$ cat src/rtl/pipe_stage_reg.sv
// Handshaked pipeline stage register with stall, flush and bubble insertion.
// Define PIPE_REG_SKID_EN to add a skid entry behind main with a registered in_ready.
module pipe_stage_reg #(
    parameter int unsigned       CTRL_W   = 9,
    parameter int unsigned       DATA_W   = 128,
    parameter logic [CTRL_W-1:0] CTRL_NOP = '0
) (
    input  logic              clk,
    input  logic              rst_n,
    input  logic              flush,
    input  logic              in_valid,
    output logic              in_ready,
    input  logic [CTRL_W-1:0] in_ctrl,
    input  logic [DATA_W-1:0] in_data,
    output logic              out_valid,
    input  logic              out_ready,
    output logic [CTRL_W-1:0] out_ctrl,
    output logic [DATA_W-1:0] out_data,
    output logic [1:0]        occupancy
);

    logic              main_valid_q, main_valid_d;
    logic [CTRL_W-1:0] main_ctrl_q, main_ctrl_d;
    logic [DATA_W-1:0] main_data_q, main_data_d;

    assign out_valid = main_valid_q;
    assign out_ctrl  = main_ctrl_q;
    assign out_data  = main_data_q;

`ifdef PIPE_REG_SKID_EN
    logic              skid_valid_q, skid_valid_d;
    logic [CTRL_W-1:0] skid_ctrl_q, skid_ctrl_d;
    logic [DATA_W-1:0] skid_data_q, skid_data_d;

    // Registered ready: no combinational path from out_ready back upstream.
    assign in_ready  = !skid_valid_q;
    assign occupancy = {1'b0, main_valid_q} + {1'b0, skid_valid_q};

    always_comb begin
        main_valid_d = main_valid_q;
        main_ctrl_d  = main_ctrl_q;
        main_data_d  = main_data_q;
        skid_valid_d = skid_valid_q;
        skid_ctrl_d  = skid_ctrl_q;
        skid_data_d  = skid_data_q;

        if (skid_valid_q) begin
            if (out_ready) begin
                main_valid_d = 1'b1;
                main_ctrl_d  = skid_ctrl_q;
                main_data_d  = skid_data_q;
                skid_valid_d = 1'b0;
            end
        end else if (!main_valid_q || out_ready) begin
            main_valid_d = in_valid;
            if (in_valid) begin
                main_ctrl_d = in_ctrl;
                main_data_d = in_data;
            end else begin
                main_ctrl_d = CTRL_NOP;
            end
        end else if (in_valid) begin
            skid_valid_d = 1'b1;
            skid_ctrl_d  = in_ctrl;
            skid_data_d  = in_data;
        end

        // Flush wins over any concurrent transfer; payload is left untouched.
        if (flush) begin
            main_valid_d = 1'b0;
            main_ctrl_d  = CTRL_NOP;
            main_data_d  = main_data_q;
            skid_valid_d = 1'b0;
            skid_ctrl_d  = skid_ctrl_q;
            skid_data_d  = skid_data_q;
        end
    end

    always_ff @(posedge clk or negedge rst_n) begin
        if (!rst_n) begin
            skid_valid_q <= 1'b0;
            skid_ctrl_q  <= CTRL_NOP;
            skid_data_q  <= '0;
        end else begin
            skid_valid_q <= skid_valid_d;
            skid_ctrl_q  <= skid_ctrl_d;
            skid_data_q  <= skid_data_d;
        end
    end
`else
    assign in_ready  = !main_valid_q || out_ready;
    assign occupancy = {1'b0, main_valid_q};

    always_comb begin
        main_valid_d = main_valid_q;
        main_ctrl_d  = main_ctrl_q;
        main_data_d  = main_data_q;

        if (in_ready) begin
            main_valid_d = in_valid;
            if (in_valid) begin
                main_ctrl_d = in_ctrl;
                main_data_d = in_data;
            end else begin
                main_ctrl_d = CTRL_NOP;
            end
        end

        if (flush) begin
            main_valid_d = 1'b0;
            main_ctrl_d  = CTRL_NOP;
            main_data_d  = main_data_q;
        end
    end
`endif

    always_ff @(posedge clk or negedge rst_n) begin
        if (!rst_n) begin
            main_valid_q <= 1'b0;
            main_ctrl_q  <= CTRL_NOP;
            main_data_q  <= '0;
        end else begin
            main_valid_q <= main_valid_d;
            main_ctrl_q  <= main_ctrl_d;
            main_data_q  <= main_data_d;
        end
    end

endmodule
$ cat config.mk
export PLATFORM = sky130hd
export DESIGN_NAME = pipe_stage_reg
export DESIGN_NICKNAME = d
export VERILOG_FILES = /design/src/rtl/pipe_stage_reg.sv
export SDC_FILE = /design/constraint.sdc
export NUM_CORES = 1
export LEC_CHECK = 0
export CAP_MARGIN = 15
export CORE_UTILIZATION = 39
export DETAILED_ROUTE_END_ITERATION = 7
export PLACE_DENSITY = 0.8
export SYNTH_ARGS = -nofsm -noshare
export SYNTH_HDL_FRONTEND = slang
export SYNTH_SLANG_ARGS = --single-unit
$ cat constraint.sdc
create_clock -name clk -period 1.95 [get_ports clk]
set_input_delay 0.39 -clock clk [delete_from_list [all_inputs] [get_ports clk]]
set_output_delay 0.39 -clock clk [all_outputs]
set_load 0.02 [all_outputs]
Yosys cells after proc, flatten, opt, wreduce, memory -nomap -nowiden
Index checks and enable logic that the tools add are counted.
{"block": "totals", "ff_bits": 138, "output_inout_bits": 141}
{"block": "op_classes", "n_bitwise": 1, "muxes": 5, "n_reduce_logical": 4}
{"operator": "2-to-1 mux 9 bit", "n": 3}
{"operator": "AND reduction 3 bit", "n": 1}
{"operator": "2-to-1 mux 1 bit", "n": 2}
{"operator": "nonzero test 2 bit", "n": 1}
{"operator": "zero test 1 bit", "n": 1}
{"operator": "logical OR 1 bit", "n": 1}
{"operator": "NOT 1 bit", "n": 1}

Depth between registers and ports, before layout
{"block": "logic_depth", "depth_word": 4, "mapped_depth": 5, "mapped_depth_nobuf": 4}

Worst setup path before layout
Ideal clock, no wire load.
{"block": "synth_timing", "path_kind": "reg-to-reg", "from": "register main_valid_q, in the netlist out_valid", "to": "register main_data_q[106], in the netlist out_data[106]", "arrival_ns": 1.461, "slack_ns": 0.364, "synth_period_minus_slack_ns": 1.586, "setup_time_ns": 0.125, "stages_incl_launch_ff": 6, "required_time_ns": 1.825, "cell_sequence": "dfrtp_1 nor2b_4 nor3b_4 buf_4 buf_12 mux2_2"}
{"block": "synth_via", "elab_chain_cells": 3}
{"item": "start: declaration", "line": "22", "rtl": "logic main_valid_q, main_valid_d;"}
{"item": "start signal: assignment", "line": "123", "rtl": "main_valid_q <= main_valid_d;"}
{"item": "zero test 1 bit", "line": "91", "rtl": "assign in_ready = !main_valid_q || out_ready;"}
{"item": "logical OR 1 bit", "line": "91"}
{"item": "AND reduction 3 bit (no source line)"}
{"item": "end signal: assignment", "line": "125", "rtl": "main_data_q <= main_data_d;"}
{"item": "end: declaration", "line": "24", "rtl": "logic [DATA_W-1:0] main_data_q, main_data_d;"}
Every way passes these cells.
A chain may end at the register's enable or synchronous reset.

Final worst setup path
{"block": "layout_timing", "from": "register main_valid_q, in the netlist out_valid", "to": "output occupancy[0]"}
{"item": "end: declaration", "line": "19", "rtl": "output logic [1:0] occupancy"}
No word-level cell between the ends.

==> key figures <==
Critical path
  • Delay-heaviest family, CP: buffers and inverters
  • Crit. End Element: output port
  • Slowest stage delay, CP: roughly 0.64 ns
  • Crit Path Max Fanout: 3
  • Critical Path, Cell by Cell: clkdlybuf4s50_1
  • Critical Path AT: roughly 1.5 ns
  • CP required: 1.56 ns
  • CP Launch Type: flip-flop
  • CP bufs+invs: 1
  • CP Class: flip-flop to output port
  • Slowest CP cell: clkdlybuf4s50_1

Final layout
  • Most frequent cells in the layout: 279 x clkdlybuf4s50_1, 138 x dfrtp_1, 128 x mux2_2, 17 x clkbuf_16, 16 x buf_4
  • Cell Count, Final, Fillers Out: slightly above 800
  • Share of layout cells above drive strength 1: 0.292
  • Area growth, synth to finish: 69.9%
  • Final-stage net count: approximately 760
  • Cell area after layout: ~0.009 sq mm
  • Most common library cell in the layout ignoring fill and taps: clkdlybuf4s50_1
  • ANT cells: 0

Drt
  • Drt first-iter violations: ~150
  • Drc violations: 0
  • Via-to-Cell Ratio: 4.69
  • Final WL: 13.7 mm
  • Via Count: 3799
  • DR pass1 iterations: 4
  • Post-DRT Antenna Nets: 0
  • Drt wl/cell: 16.9 microns

STA
  • Final Hold Vio Count: 0
  • RSZ-0062 raised after global routing: no
  • Final worst-path cycle share: 0.965
  • Fmax: around 0.53 GHz
  • Slew Viols, Final: 0
  • Fin crit period: around 1.9 ns
  • Setup-failing EPs final: 0
  • Final clock skew: 0.00395 ns

Placed design
  • I/O Buffers: 281
  • Dpl cells: about 780
  • Detailed Place HPWL: about 10 mm
  • Placed Area: about 0.0083 sq mm
  • Gpl congestion: ~0.8

Logic synthesis
  • Yosys warnings: 0
  • Syn Std Cell Area: ~0.0053 sq mm
  • Sequential share of the synthesized area: 0.656
  • Avg Cell Area, Syn: between 15 and 20 sq um
  • Distinct cells, synth: 15
  • FF+latch count, synth: approximately 140
  • Syn Inst Count: 318
  • Syn Nets: 460

GRT
  • Initial antenna violation count: 0
  • First-pass GRT wire length: roughly 22 mm
  • Grt total ovfl: 0
  • Vias in the first global route: 4278
  • Largest net degree at the start of global routing: 48
  • GR Util All Layers: 0.208

Clock network
  • H-Tree Depth: 4
  • Clock buffer count from CTS: 17
  • Clk slew on worst S/H paths: ~0.060 ns
  • CTS Buffer Depth: 2
  • Later-pin clock latency in the skew report: a little over 0.4 ns
  • Post-CTS Setup Inserts: 0
  • Clock root buffer: clkbuf_16
  • CTS sink cnt: around 140
  • CTS tree: built

Floorplan
  • Die ar.: approximately 0.014 sq mm
  • Die Width: 118 microns
  • Core area: ~0.013 sq mm
  • Initial Util: 0.399
  • Die height: 118 microns
  • FP Rows: 42
  • Ports: roughly 280

Job
  • MaxCap Viol Count: 0

Power
  • Max IR drop VDD: ~0.6 mV
  • Gate power share: 0.271
  • Lkg Pwr: 3.69 nW
  • Flop pwr share: 0.381
  • Clock network power share: 0.348
  • Pint: 0.00687 W
  • NetSw: about 0.0025 W
  • Sw frac: 0.268
  • Total power per unit cell area: around 1000 mW/mm^2

Status
  • Status: finished, final reports clean

Worst hold path
  • Worst min path class: input pin to async pin
## worst paths after layout
path / from / end / slack (ns) / cells past startpoint
worst max-delay path: out_valid / occupancy[0] / 0.07 / 1
min in group clk: out_data[63] / out_data[63] / 0.50 / 1
worst min-delay path: rst_n / out_data[94] / 0.48 / 2
max in group asynchronous: rst_n / out_data[110] / 0.81 / 3
worst max register to register: out_valid / out_data[102] / 0.21 / 5
worst min register to register: out_data[63] / out_data[63] / 0.50 / 1
## through the flow
step	setup WS [ns]	hold slack, ns	total power (W)	TNS [ns]	util
after floorplan	0.364	0.0944	0.00473	0	-
after global placement	-0.117	0.349	0.00611	-11.27	0.631
after detailed placement	-0.165	0.362	0.00619	-16.01	0.631
after CTS	0.0422	0.485	0.00951	0	0.678
after global routing	0.0305	0.507	0.00978	0	0.678
final	0.0673	0.481	0.00938	0	0.678
## timing repair
action                                  in CTS  in global routing
resized for setup                            1                  0
endpoints found under the setup margin       1                  0
hold endpoints to repair                    44                  0
hold buffers                                 1                  0
## power groups by stage
| stage | Sequential [W] | Combinational (W) | Clock, W |
|---|---|---|---|
| 2_1_floorplan | 0.00418 | 0.000547 | 0 |
| 3_3_place_gp | 0.00359 | 0.00252 | 0 |
| 3_5_place_dp | 0.00363 | 0.00256 | 0 |
| 4_1_cts | 0.00358 | 0.00258 | 0.00335 |
| 5_1_grt | 0.00364 | 0.00267 | 0.00347 |
| 6_report | 0.00358 | 0.00254 | 0.00326 |
## layout make-up
cell class | instances | area (sq um)
Clock buffer | 20 | 467
Clock inverter | 12 | 146
Fill cell | 953 | 4250
Inverter | 1 | 3.75
Multi-Input combinational cell | 160 | 1610
Sequential cell | 138 | 3450
Tap cell | 176 | 220
Timing Repair Buffer | 303 | 3040
## kinds of logic after synthesis
family          synth area share
simple gates              0.0226
mux                        0.274
flops                      0.656
other cells             0.000712
compound gates           0.00856
buf+inv                   0.0383
## Yosys cell counts, drive strengths merged
cell type	n	area [sq um]
a21oi	9	45.0
buf	17	190
clkbuf	2	7.51
conb	1	3.75
dfrtp	138	3450
inv	1	3.75
mux2	128	1440
nand2	9	33.8
nand3	9	45.0
nor2	2	7.51
nor2b	1	13.8
nor3b	1	18.8
## routing by layer
| layer | routed length, microns | part of all wire | track usage | up-vias |
|---|---|---|---|---|
| li1 | - | - | - | 1717 |
| met1 | 4960 | 0.36 | 0.211 | 1874 |
| met2 | 7040 | 0.51 | 0.365 | 177 |
| met3 | 1230 | 0.090 | 0.0878 | 31 |
| met4 | 446 | 0.033 | 0.0994 | 0 |
| met5 | 0 | 0 | 0 | - |
## sequential cells by signal (all words and copies together) (netlist names)
signal / flops
out_ctrl: 9
out_valid: 1
out_data: 128
Note: power is estimated with default switching activity, not from simulation.
